[config.mk]
export PLATFORM = sky130hd
export DESIGN_NAME = debounce_multi
export DESIGN_NICKNAME = d
export VERILOG_FILES = /design/src/rtl/debounce_pkg.sv /design/src/rtl/debounce_ch.sv /design/src/rtl/debounce_multi.sv
export SDC_FILE = /design/constraint.sdc
export NUM_CORES = 1
export LEC_CHECK = 0
export BUFFER_PORTS_ARGS = -buffer_cell sky130_fd_sc_hd__buf_2
export CAP_MARGIN = 10
export CELL_PAD_IN_SITES_DETAIL_PLACEMENT = 0
export CELL_PAD_IN_SITES_GLOBAL_PLACEMENT = 1
export CORE_MARGIN = 1.5
export CORE_UTILIZATION = 44
export DETAILED_ROUTE_END_ITERATION = 8
export GPL_TIMING_DRIVEN = 0
export PLACE_DENSITY_LB_ADDON = 0.1
export SETUP_SLACK_MARGIN = 0.4
export SYNTH_ARGS = -nofsm -noshare
export SYNTH_HDL_FRONTEND = slang
export SYNTH_HIERARCHICAL = 1
export SYNTH_SLANG_ARGS = --single-unit
[constraint.sdc]
create_clock -name clk -period 1.7 [get_ports clk]
set_input_delay 0.085 -clock clk [delete_from_list [all_inputs] [get_ports clk]]
set_output_delay 0.085 -clock clk [all_outputs]
set_load 0.01 [all_outputs]
[src/rtl/debounce_pkg.sv]
// Shared constants and helpers for the multi-channel debouncer.
package debounce_pkg;

  localparam int DEF_W     = 4;
  localparam int DEF_N     = 3;
  localparam int DEF_SYNC  = 2;
  localparam int DEF_PRESC = 1;

  // Bits needed to hold values 0..value-1, never less than one bit.
  function automatic int clog2(input int value);
    int r;
    r = 0;
    while ((1 << r) < value) r++;
    return (r < 1) ? 1 : r;
  endfunction

endpackage

[src/rtl/debounce_ch.sv]
// One debounce channel: synchroniser chain, stability counter, debounced level
// and registered rise/fall strobes.
module debounce_ch
  import debounce_pkg::*;
#(
  parameter int   N       = DEF_N,
  parameter int   SYNC    = DEF_SYNC,
  parameter logic RST_VAL = 1'b0
) (
  input  logic clk,
  input  logic rst,
  input  logic tick,
  input  logic d,
  output logic q,
  output logic rise,
  output logic fall,
  output logic busy
);

  localparam int            CW   = clog2(N + 1);
  localparam logic [CW-1:0] LAST = CW'(N - 1);

  logic [SYNC-1:0] sync;
  logic [CW-1:0]   cnt;
  logic            s;

  assign s = sync[SYNC-1];

  // NOTE: non-blocking assignments so every register samples pre-edge values;
  // strobes default low each cycle and are only raised on the updating tick.
  always_ff @(posedge clk or negedge rst) begin
    if (!rst) begin
      sync <= {SYNC{RST_VAL}};
      cnt  <= '0;
      q    <= RST_VAL;
      rise <= 1'b0;
      fall <= 1'b0;
    end else begin
      sync <= {sync[SYNC-2:0], d};
      rise <= 1'b0;
      fall <= 1'b0;
      if (tick) begin
        if (s == q) begin
          cnt <= '0;
        end else if (cnt == LAST) begin
          q    <= s;
          cnt  <= '0;
          rise <= s;
          fall <= ~s;
        end else begin
          cnt <= cnt + CW'(1);
        end
      end
    end
  end

  assign busy = |cnt;

endmodule

[src/rtl/debounce_multi.sv]
// Multi-channel debouncer: shared sample-rate prescaler, W independent
// channels and an aggregate busy flag.
module debounce_multi
  import debounce_pkg::*;
#(
  parameter int   W       = DEF_W,
  parameter int   N       = DEF_N,
  parameter int   SYNC    = DEF_SYNC,
  parameter int   PRESC   = DEF_PRESC,
  parameter logic RST_VAL = 1'b0
) (
  input  logic         clk,
  input  logic         rst,
  input  logic [W-1:0] d,
  output logic [W-1:0] q,
  output logic [W-1:0] rise,
  output logic [W-1:0] fall,
  output logic         busy
);

  logic         tick;
  logic [W-1:0] ch_busy;

  generate
    if (PRESC == 1) begin : g_no_presc
      assign tick = 1'b1;
    end else begin : g_presc
      localparam int            PW      = clog2(PRESC);
      localparam logic [PW-1:0] PC_LAST = PW'(PRESC - 1);
      logic [PW-1:0] pc;

      always_ff @(posedge clk or negedge rst) begin
        if (!rst)               pc <= '0;
        else if (pc == PC_LAST) pc <= '0;
        else                    pc <= pc + PW'(1);
      end

      assign tick = (pc == PC_LAST);
    end
  endgenerate

  for (genvar i = 0; i < W; i++) begin : g_ch
    debounce_ch #(
      .N      (N),
      .SYNC   (SYNC),
      .RST_VAL(RST_VAL)
    ) u_ch (
      .clk (clk),
      .rst (rst),
      .tick(tick),
      .d   (d[i]),
      .q   (q[i]),
      .rise(rise[i]),
      .fall(fall[i]),
      .busy(ch_busy[i])
    );
  end

  assign busy = |ch_busy;

endmodule

Yosys cells after proc, flatten, opt, wreduce, memory -nomap -nowiden
Index checks and enable logic that the tools add are counted.
{"block": "word_totals", "register_bits": 28, "inputBits": 6, "out_inout_bits": 13}
{"block": "classes", "addsub": 4, "eq_ne": 8, "mux": 24, "bitwise": 8, "n_reduce_logical": 5}
{"op": "1-bit two-way mux", "count": 16}
{"op": "2-bit two-way mux", "count": 8}
{"op": "2-bit by 1-bit adder with 2-bit output (second input constant)", "count": 4}
{"op": "2-bit equality test (second input constant)", "count": 4}
{"op": "1-bit inverter", "count": 8}
{"op": "2-bit AND reduction", "count": 4}
{"op": "8-bit OR reduction", "count": 1}
{"op": "1-bit equality test", "count": 4}

Logic depth before layout (Yosys ltp)
{"block": "depth", "ltp_word": 3, "mapped_depth": 2, "ltp_nobuf": 2}

Cells and area by module
Netlist, hierarchy kept.
{"mod": "debounce_ch", "instances": 4, "cells_each": 18, "area_per_inst_um2": 277.8, "seq_area_each_um2": 175.2}
{"mod": "debounce_multi", "instances": 1, "cells_each": 2, "area_per_inst_um2": 11.3, "seq_area_each_um2": 0.0}

Worst setup path before layout
OpenSTA, ideal clock, no wires.
{"block": "synth_timing", "kind": "register to output", "startpoint": "register g_ch[1].u_ch.cnt[1]", "endpoint": "output port busy", "arrival_time_ns": 1.234, "setup_slack_ns": 0.381, "path_stages_with_launch": 3, "path_buffers": 0, "path_cell_list": "dfrtp_1 > or2_4 > or4_1"}
{"block": "synth_via", "elab_chain_cells": 1}
{"element": "start, declared", "line": "debounce_ch.sv:24", "rtl": "logic [CW-1:0] cnt;"}
{"element": "start signal, assigned", "line": "debounce_ch.sv:51", "rtl": "cnt <= cnt + CW'(1);"}
{"element": "8-bit OR reduction", "line": "debounce_multi.sv:59", "rtl": "assign busy = |ch_busy;"}
{"element": "end, declared", "line": "debounce_multi.sv:18", "rtl": "output logic busy"}
Every way passes these cells.

Worst setup path in the final report
{"block": "layout_timing", "startpoint": "register g_ch[1].u_ch.cnt[0]", "endpoint": "output port busy"}
The elaborated chain is that of the path after synthesis.

==> results.cfg <==
[sta]
timing.fmax_ghz = 0.579
timing.final.ws_setup_ns = -0.0286
finalCritPeriodShare = 1.02
slew_headroom = 0.591
setup_tns_ns = -0.0286
final.min_clock_period_ns = 1.73
tightest_slew_ns = 0.613
finClkSkew_ns = 0.00243
rsz0062_at_grt = true
drv_slew = 0
setup_viol = 1
hold_viol_final = 0
timing.hold.ws_ns = 0.300

[worst_setup_path]
timing.rr.start = g_ch[1].u_ch/cnt[0]$_DFFE_PN0P_
setup.worst_path.start = g_ch[1].u_ch/cnt[0]$_DFFE_PN0P_
end_kind = output pin
start_kind = register
crit_end = busy
crit_fanout = 2
r2r-end = g_ch[1].u_ch/q$_DFFE_PN0P_
required_ns = 1.62
r2r_setup_slack_ns = 0.51
ff2ff_path_depth = 4
path_class = reg2out
arrival_ns = 1.64

[routing]
drtPass1Iterations = 4
wl_per_cell_um = 11.8
drc = 0
routed_wl_um = 1840
viasPerCell = 4.46
ant_nets = 0
vias = 696
drtIter0Drc = 5

[power_and_ir_drop]
powerDensity_nw_per_um2 = 1380
total_power_mw = 2.03
leakage_nw = 0.796
peakVddDrop_uv = 671

[cts]
cts_buffers = 3
cts_max_level = 1
root_buffer = clkbuf_4
clk_latency_ns = 0.31
clk_path_buf_depth = 2
cts.clk_slew.worst_paths_ns = 0.14
cts_sinks = 28
cts_tree = yes

[cells_and_area]
fin_nets = 134
area_growth_pct = 31.1
drive_gt1_frac = 0.389
fin_util = 0.599
final_cell_mix = 28 x dfrtp_1, 17 x buf_2, 16 x conb_1, 11 x buf_4, 8 x nor3b_1
fillers = 204
diodes = 0
final_common_cell = dfrtp_1

[die]
rows = 18
dieArea_um2 = 2860
die_h_um = 53.5
die_w_um = 53.5
initial_utilization = 0.457
ios = 19
coreArea_um2 = 2450

[min_path]
min_path_type = in2async

[grt]
grt_antenna_before_repair = 0
met1_usage = 0.193
met3_usage = 0.0282
grt_pass1_vias = 712
grt_max_degree = 29
grt_pass1_wl_um = 3170
gr-usage-all-layers = 0.156
overflow = 0
grt_busiest_layer = met2
use_met2 = 0.274

[placed_design]
gp_congestion = 0.708
hpwl_um = 1180
io_buffers = 18
pre_cts_ws_ns = 0.238

[synthesis]
ys_warn_count = 6
ys_seq_area_frac = 0.624
synth_area_um2 = 1120
syn_area_per_cell_um2 = 15.2
synthCells = 74
ys_ff_latch = 28
synth.distinct_cells = 13

[outcome]
status = finished, violations left
violations = setup timing

[flow_run]
max-cap-violations = 0
[registers in the layout (all words and copies together), names as in the netlist]
name            count
g_ch.u_ch/rise      4
g_ch.u_ch/fall      4
g_ch.u_ch/cnt       8
g_ch.u_ch/q         4
g_ch.u_ch/sync      8
[critical path: stages (launching register included)]
cell and delay (ns):
dfrtp_1 0.41, or2_4 0.25, or4_4 0.53, buf_6 0.14
[synth_stat cells, drive strengths merged]
library cell  count  share of area
o31ai             4          0.045
inv               4          0.013
nor3b             8          0.054
or4               1         0.0067
nand2b            4          0.022
xnor2             4          0.031
conb              1         0.0033
mux2              4          0.040
nand3b            8          0.098
o2bb2ai           4          0.031
or2               4          0.031
dfrtp            28           0.62
[report_power, final]
group / total, mW / internal (mW) / switching (mW) / leakage [nW]
Combinational: 0.851 / 0.515 / 0.335 / 0.424
Clock: 0.257 / 0.0827 / 0.174 / 0.0138
Sequential: 0.922 / 0.805 / 0.117 / 0.358
[what timing repair did]
action	CTS	global route
hold endpoints to repair	32	0
resized for setup	1	0
setup buffers	8	3
setup endpoints to repair	1	1
hold buffers	5	0
pin swaps	2	2
cloned	0	0
[metal layers]
metal / up-vias / wire (um)
met5: - / 0
met1: 336 / 785
li1: 346 / -
met4: 0 / 14
met3: 2 / 52
met2: 12 / 982
[kinds of logic after synthesis]
logic type / synth area share
AO/OA/AOI/OAI: 0.0758
XOR/XNOR: 0.0312
buffers and inverters: 0.0134
flip-flops: 0.624
multiplexers: 0.0401
other: 0.00334
AND/OR/NAND/NOR: 0.212
[cell type report]
cell class / instances / area, um^2 / share of cell area
Tap cell: 30 / 37.5 / 0.0255
Multi-Input combinational cell: 57 / 467 / 0.317
Inverter: 4 / 15.0 / 0.0102
Timing Repair Buffer: 34 / 229 / 0.156
Sequential cell: 28 / 701 / 0.476
Clock buffer: 3 / 22.5 / 0.0153
[how the worst min path moves through the flow]
stage	startpoint	endpoint	slack, ns	cells past startpoint
final	rst	g_ch[1].u_ch/q$_DFFE_PN0P_	0.30	2
after global routing	rst	g_ch[1].u_ch/q$_DFFE_PN0P_	0.35	2
after CTS	rst	g_ch[1].u_ch/q$_DFFE_PN0P_	0.32	2
after detailed placement	rst	g_ch[1].u_ch/q$_DFFE_PN0P_	0.13	1
after global placement	rst	g_ch[1].u_ch/q$_DFFE_PN0P_	0.13	1
after floorplan	rst	g_ch[0].u_ch/cnt[0]$_DFFE_PN0P_	-0.21	0
[stage by stage]
step	area, um^2	cells
6_report	1470	156
4_1_cts	1450	153
3_3_place_gp	1310	137
5_1_grt	1470	156
2_1_floorplan	1180	89
3_5_place_dp	1310	137
Power figures use the tool's default switching activity.
